**src/rtl/antifurto_pkg.sv**
```systemverilog
// Shared definitions for the anti-theft controller: interval codes, default
// delays and the timer state encoding.
package antifurto_pkg;

  typedef enum logic [1:0] {
    INT_ARM    = 2'b00,
    INT_DRIVER = 2'b01,
    INT_PASS   = 2'b10,
    INT_ALARM  = 2'b11
  } interval_e;

  typedef enum logic [1:0] {
    IDLE = 2'b00,
    RUN  = 2'b01,
    DONE = 2'b10
  } timer_state_e;

  localparam int DEFAULT_ARM_S    = 6;
  localparam int DEFAULT_DRIVER_S = 8;
  localparam int DEFAULT_PASS_S   = 15;
  localparam int DEFAULT_ALARM_S  = 10;

  // A zero-second delay would make the countdown meaningless, so it becomes 1 s.
  function automatic logic [3:0] clamp_delay(input logic [3:0] value);
    return (value == 4'd0) ? 4'd1 : value;
  endfunction

endpackage

```
**src/rtl/one_hz_divider.sv**
```systemverilog
// Prescaler producing a one-cycle strobe every CLK_FREQ cycles, with a
// synchronous clear so a fresh countdown always starts on a full second.
module one_hz_divider #(
  parameter int CLK_FREQ = 50000000
) (
  input  logic clock,
  input  logic reset,
  input  logic clear,
  output logic tick,
  output logic strobe
);

  localparam int PW = (CLK_FREQ > 1) ? $clog2(CLK_FREQ) : 1;
  localparam logic [PW-1:0] TERMINAL = PW'(CLK_FREQ - 1);

  logic [PW-1:0] prescaler;

  // tick is the edge on which the registered strobe rises; the countdown
  // consumes it directly so count and strobe change together.
  assign tick = (prescaler == TERMINAL) && !clear;

  // NOTE: sequential state uses non-blocking assignments so every register
  // samples the pre-edge values, independent of statement order.
  always_ff @(posedge clock or negedge reset) begin
    if (!reset) begin
      prescaler <= '0;
      strobe    <= 1'b0;
    end else if (clear) begin
      prescaler <= '0;
      strobe    <= 1'b0;
    end else begin
      strobe    <= tick;
      prescaler <= (prescaler == TERMINAL) ? '0 : prescaler + 1'b1;
    end
  end

endmodule

```
**src/rtl/timer_antifurto.sv**
```systemverilog
// Seconds countdown for the anti-theft FSM: four reprogrammable delay slots,
// a 1 Hz prescaler and an IDLE/RUN/DONE countdown with a level expired flag.
module timer_antifurto
  import antifurto_pkg::*;
#(
  parameter int CLK_FREQ         = 50000000,
  parameter int T_ARM_DEFAULT    = DEFAULT_ARM_S,
  parameter int T_DRIVER_DEFAULT = DEFAULT_DRIVER_S,
  parameter int T_PASS_DEFAULT   = DEFAULT_PASS_S,
  parameter int T_ALARM_DEFAULT  = DEFAULT_ALARM_S
) (
  input  logic       clock,
  input  logic       reset,
  input  logic       start_timer,
  input  logic [1:0] interval,
  input  logic       reprogram,
  input  logic [1:0] time_param_sel,
  input  logic [3:0] time_value,
  output logic       expired,
  output logic       one_hz_enable,
  output logic [3:0] count_value
);

  timer_state_e state;
  logic [3:0]   slot [4];
  logic         tick;

  one_hz_divider #(
    .CLK_FREQ(CLK_FREQ)
  ) u_divider (
    .clock  (clock),
    .reset  (reset),
    .clear  (start_timer),
    .tick   (tick),
    .strobe (one_hz_enable)
  );

  // NOTE: the delay slots are a tiny register file, not a RAM, so they take
  // an asynchronous reset to restore the factory delays.
  always_ff @(posedge clock or negedge reset) begin
    if (!reset) begin
      slot[INT_ARM]    <= 4'(T_ARM_DEFAULT);
      slot[INT_DRIVER] <= 4'(T_DRIVER_DEFAULT);
      slot[INT_PASS]   <= 4'(T_PASS_DEFAULT);
      slot[INT_ALARM]  <= 4'(T_ALARM_DEFAULT);
    end else if (reprogram) begin
      slot[time_param_sel] <= clamp_delay(time_value);
    end
  end

  // A start in the same cycle as a slot write loads the old slot value.
  always_ff @(posedge clock or negedge reset) begin
    if (!reset) begin
      state       <= IDLE;
      count_value <= 4'd0;
      expired     <= 1'b0;
    end else if (start_timer) begin
      state       <= RUN;
      count_value <= slot[interval];
      expired     <= 1'b0;
    end else begin
      case (state)
        RUN: begin
          if (tick) begin
            if (count_value <= 4'd1) begin
              count_value <= 4'd0;
              expired     <= 1'b1;
              state       <= DONE;
            end else begin
              count_value <= count_value - 4'd1;
            end
          end
        end
        default: ;
      endcase
    end
  end

endmodule

```
**config.mk**
```make
export PLATFORM = sky130hd
export DESIGN_NAME = timer_antifurto
export DESIGN_NICKNAME = d
export VERILOG_FILES = /design/src/rtl/antifurto_pkg.sv /design/src/rtl/one_hz_divider.sv /design/src/rtl/timer_antifurto.sv
export SDC_FILE = /design/constraint.sdc
export NUM_CORES = 1
export LEC_CHECK = 0
export ABC_CLOCK_PERIOD_IN_PS = 3200
export CELL_PAD_IN_SITES_DETAIL_PLACEMENT = 1
export CELL_PAD_IN_SITES_GLOBAL_PLACEMENT = 1
export CORE_UTILIZATION = 25
export CTS_CLUSTER_SIZE = 8
export DETAILED_ROUTE_END_ITERATION = 8
export HOLD_SLACK_MARGIN = 0.02
export PLACE_DENSITY = 0.47
export SLEW_MARGIN = 20
export SYNTH_ARGS = -nofsm -noshare
export SYNTH_HDL_FRONTEND = slang
export SYNTH_SLANG_ARGS = --single-unit
```
**constraint.sdc**
```tcl
create_clock -name clock -period 3.2 [get_ports clock]
set_clock_uncertainty 0.1 [all_clocks]
set_input_delay 0.48 -clock clock [delete_from_list [all_inputs] [get_ports clock]]
set_output_delay 0.48 -clock clock [all_outputs]
set_load 0.02 [all_outputs]
```
## Word level (Yosys, flattened, before mapping)

Cells that the tools add are included.

- Register bits: 50
- Input port bits: 12
- Output and inout bits: 6
- Logic and storage cells: 50

- Add/subtract/negate cells: 2
- Magnitude comparators: 4
- Equal/unequal tests: 2
- Mux-type cells: 22
- Bitwise logic cells: 2
- Reductions and logical operators: 9

Operators by type and width:

| kind | count |
|---|---|
| $mux W26 | 2 |
| $mux W4 | 8 |
| $add A26 B1 Y26 const B | 1 |
| $eq A26 B26 Y1 const B | 1 |
| $bwmux W16 | 1 |
| $bmux W4 S2 | 1 |
| $demux W4 S2 | 1 |
| $mux W2 | 4 |
| $ge A3 B3 Y1 const B | 2 |
| $not A2 Y3 | 2 |
| $reduce_bool A2 Y1 | 3 |
| $mux W1 | 5 |
| $le A4 B1 Y1 const B | 1 |
| $logic_not A4 Y1 | 1 |
| $sub A4 B1 Y4 const B | 1 |
| $lt A3 B1 Y1 const B | 1 |
| $reduce_and A3 Y1 | 1 |
| $eq A2 B1 Y1 const B | 1 |
| $logic_and A1 B1 Y1 | 2 |
| $reduce_and A2 Y1 | 1 |
| $logic_not A1 Y1 | 1 |

## Logic depth before layout (Yosys ltp)

- Depth after elaboration: 6
- Mapped depth: 6
- Depth with buffers taken out: 6

## By module

A second synthesis with hierarchy kept.

- Cells, all modules: 219
- Area, all modules: 2436.1 um^2

By module, submodules not included:

| module | times used | cells each | area each (um^2) | sequential area each (um^2) |
|---|---|---|---|---|
| one_hz_divider | 1 | 139 | 1388.8 | 675.6 |
| timer_antifurto | 1 | 80 | 1047.3 | 561.8 |

## Worst setup path before layout

No wires, ideal clock.

- Kind: register to register
- Start: register u_divider.prescaler[11]
- End: register count_value[0]
- Library setup time: 69 ps
- Arrival time: 2129 ps
- Setup slack: 902 ps
- Cell stages (with the launch flop): 6
- Path buffers: 1
- Clock period less this slack: 2298 ps
- Cells stage by stage: dfrtp_1 > or4b_1 > or4_1 > clkbuf_2 > or4_1 > nand3_1

- Word-level cells in the longest chain between the ends: 4

RTL lines:

| what | line | text |
|---|---|---|
| start, declared | one_hz_divider.sv:16 | `logic [PW-1:0] prescaler;` |
| start signal, assigned | one_hz_divider.sv:33 | `prescaler <= (prescaler == TERMINAL) ? '0 : prescaler + 1'b1;` |
| $eq A26 B26 Y1 | one_hz_divider.sv:20 | `assign tick = (prescaler == TERMINAL) && !clear;` |
| $logic_and A1 B1 Y1 | one_hz_divider.sv:20 |  |
| $reduce_bool A2 Y1 (no line) | -- |  |
| $reduce_and A2 Y1 (no line) | -- |  |
| end signal, assigned | timer_antifurto.sv:59 | `count_value <= slot[interval];` |
| end signal, assigned | timer_antifurto.sv:70 | `count_value <= count_value - 4'd1;` |
| end, declared | timer_antifurto.sv:21 | `output logic [3:0] count_value` |

No other way between the ends.
A chain may end at the register's enable or synchronous reset.

## Worst setup path after layout

Same ends and word-level chain as after synthesis.

==> summary.md <==
| Metric | Value |
|---|---|
| Total gr overflow | `0` |
| IR drop worst, VDD | `around 0.25 mV` |
| Worst EP arrival | `2.58 ns` |
| Later-pin clock latency in the skew report | `0.31 ns` |
| Worst r2r src | `u_divider.prescaler[11]$_DFF_PN0_` |
| Place WS | `0.783 ns` |
| Clock transition at path regs | `between 0.1 and 0.15 ns` |
| Crit-path cells | `or4b_1 > or4_1 > or4_1 > nand3_1` |
| CP startpoint kind | `flip-flop` |
| Synthesized net count | `259` |
| Max_slew headroom | `0.642` |
| Drt wl/cell | `~16 microns` |
| Cell with the most instances after synthesis | `dfrtp_1` |
| Top layer in use | `met4` |
| IO Pins | `18` |
| Finished Layout Cells | `402` |
| CTS tree | `done` |
| Worst Hold End | `slot[4]$_DFFE_PN1P_` |
| Vias in the first global route | `approximately 2,100` |
| RSZ-0062 raised after global routing | `no` |
| Wl on met1 | `around 3400 microns` |
| Compound-gate portion of the synthesized area | `0.107` |
| Hold Path Class | `reg -> reg` |
| Pwr/cell area | `between 400 and 500 nW/um^2` |
| Post-synth top area share | `0.395` |
| Final instance area | `3040 sq um` |
| Layout cells sized above 1 | `0.175` |
| Post-CTS sizing | `0` |
| Post-DP HPWL | `4700 microns` |
| EDFF count, synth | `0` |
| Layout Nets | `283` |
| CP required | `between 3 and 4 ns` |
| Worst-Margin Slew | `0.532 ns` |
| Rows | `36` |
| Final WS setup | `0.771 ns` |
| Min Tclk post-route | `2.43 ns` |
| # Post-CTS Setup Buffers | `0` |
| Synth cell count leaders | `dfrtp_1 (40), nor2_1 (17), a21oi_1 (15), nand2_1 (13), nand3_1 (13)` |
| Clock Path Buffers | `2` |
| Register bit total from synthesis | `49` |
| Status | `completed` |
| Synth Area in Simple Gates | `0.240` |
| Worst-path cell with the longest stage delay | `or4_1` |
| Worst hold margin | `around 0.39 ns` |
| Pin count of the biggest net entering global routing | `22` |
| Initial antenna violation count | `0` |
| DRT Pass-1 Iters | `4` |
| Core area | `9820 sq um` |
| Initial Utilization | `0.258` |
| WL met2 | `between 2000 and 3000 microns` |
| Synth Warn # | `0` |
| Max incr delay on CP | `0.67 ns` |
| Placed cells | `393` |
| Clk root buf | `clkbuf_8` |
| Crit Path Class | `reg -> reg` |
| XOR/XNOR share of the synthesized area | `0.0380` |
| Fillers | `1,153` |
| Fraction of registers with async set or reset after synthesis | `1.00` |
| First-pass GRT wire length | `11,200 microns` |
| Metal3 WL | `about 140 microns` |
| Cell count after synthesis | `244` |
| Post-synthesis sequential area ratio | `0.488` |
| Max-cap viol count | `0` |
| Max Slew Vio Count | `0` |
| Main combinational cell family by area after synthesis | `simple AND/OR/NAND/NOR gates` |
| CP most frequent cell | `or4_1` |
| Cts bufs inserted | `5` |
| Post-synth design cell area | `~2500 sq um` |
| Max Fclk | `between 0.4 and 0.5 GHz` |
| Synthesized area per cell | `between 10 and 15 sq um` |
| Multiplexer area fraction after synthesis | `0.0888` |
| Dpl cell area | `2890 sq um` |
| Worst setup EP type | `flip-flop` |
| Setup TNS | `0 ns` |
| Vias per cell | `4.97` |
| Die area | `around 11,000 sq um` |
| Crit path max fanout | `7` |
| Leakage | `1.15 nW` |
| Clock Sinks | `49` |
| Hold path depth | `2` |
| Fin crit share | `0.759` |
| Die Width | `103 microns` |
| Yosys cell types | `approximately 40` |
| Final Hold Violating Endpoints | `0` |
| CTS HTree Levels | `2` |
| Buffers added on ports | `17` |
| Die Span Y | `approximately 100 microns` |
| Initial DRC Count | `45` |
| Routed Antenna Nets | `0` |
| Final GP Congestion | `0.741` |
| Inserted Diodes | `0` |
| Final setup fails | `0` |
| Post-synth top area cell | `dfrtp_1` |
| WL final | `6560 microns` |
| Worst R2R Path Depth | `4` |
| Gr usage total | `0.140` |
| Synth top area cells | `dfrtp_1 (39%), dfstp_2 (9.3%), mux2_2 (5.3%)` |
| DRC | `0` |
| Area Growth Syn to Fin | `19.8%` |
| R2R Path End | `count_value[0]$_DFFE_PN0P_` |
| Min-delay src | `slot[4]$_DFFE_PN1P_` |
| Flop2flop setup slack | `between 0.7 and 0.8 ns` |
| # hold bufs at CTS | `1` |
| Most used flip-flop cell after synthesis | `dfrtp_1` |
| DR vias | `~2,000` |
| Post-synthesis adder-cell area fraction | `0.0148` |
worst max path at each step:
stage / from / endpoint / slack, ns / cells after the start
final: u_divider.prescaler[11]$_DFF_PN0_ / count_value[0]$_DFFE_PN0P_ / 0.77 / 4
after global placement: u_divider.prescaler[11]$_DFF_PN0_ / count_value[0]$_DFFE_PN0P_ / 0.80 / 4
after CTS: u_divider.prescaler[11]$_DFF_PN0_ / count_value[0]$_DFFE_PN0P_ / 0.75 / 4
after floorplan: u_divider.prescaler[11]$_DFF_PN0_ / count_value[0]$_DFFE_PN0P_ / 0.90 / 5
after global routing: u_divider.prescaler[20]$_DFF_PN0_ / count_value[0]$_DFFE_PN0P_ / 0.66 / 4
after detailed placement: u_divider.prescaler[11]$_DFF_PN0_ / count_value[0]$_DFFE_PN0P_ / 0.78 / 4
registers in the layout, summed over array words and instances (netlist names):
name / count
u_divider.prescaler: 26
u_divider.strobe: 1
expired: 1
slot: 16
state: 1
count_value: 4
through the flow:
step / power (mW) / util
6_report: 1.48 / 0.309
5_1_grt: 1.55 / 0.309
4_1_cts: 1.51 / 0.309
3_5_place_dp: 0.943 / 0.294
3_3_place_gp: 0.943 / 0.294
2_1_floorplan: 0.847 / -
cells by family (layout without fill, tap and decap cells):
family / count (synthesis) / count (layout)
XOR/XNOR: 11 / 11
adder cells (fa/ha/maj): 3 / 3
AND/OR/NAND/NOR: 106 / 106
flip-flops: 49 / 49
AO/OA/AOI/OAI: 44 / 44
multiplexers: 16 / 16
buffers and inverters: 15 / 40
cell usage in the layout, fill, tap and decap left out, drive strengths merged, types with 3 or more instances in the layout:
master         netlist  final
a21oi               15     15
nand3               13     13
or2                  3      3
ha                   3      3
clkbuf               7      5
o21ai               10     10
dfrtp               40     40
or4b                 3      3
a31oi                3      3
nor2                17     17
o31ai                6      6
a21o                 3      3
nand4b               3      3
mux2                12     12
dfstp                9      9
or3                  8      8
nor3                 4      4
nand4               11     11
nor4                 4      4
mux4                 4      4
nand3b               3      3
clkdlybuf4s50        0     16
xor2                 9      9
and3                 4      4
nand2b               4      4
inv                  6      7
buf                  2      9
or4                  9      9
nand2               13     13
per-layer routing:
metal / vias up / track usage
li1: 965 / -
met1: 1003 / 0.198
met2: 22 / 0.217
met3: 6 / 0.0251
met4: 0 / 0.0385
met5: - / 0
power breakdown:
group,leakage (nW),internal [mW],switching [mW]
clock network,0.0687,0.315,0.234
registers,0.620,0.687,0.0375
logic,0.463,0.104,0.0984
total,1.15,1.11,0.370
critical path, delay by kind of cell (launching register included):
family | cells | cell delay, ns
simple gates | 4 | 1.84
flops | 1 | 0.43
area by class of cell:
cell class | count | area (sq um) | area share
clock inverters | 3 | 68.8 | 0.0227
inverters | 6 | 22.5 | 0.00742
clock buffers | 5 | 68.8 | 0.0227
well taps | 133 | 166 | 0.0548
flip-flops and latches | 49 | 1240 | 0.408
multi-input cells | 180 | 1240 | 0.408
repair buffers | 26 | 235 | 0.0775
Power figures use the tool's default switching activity.
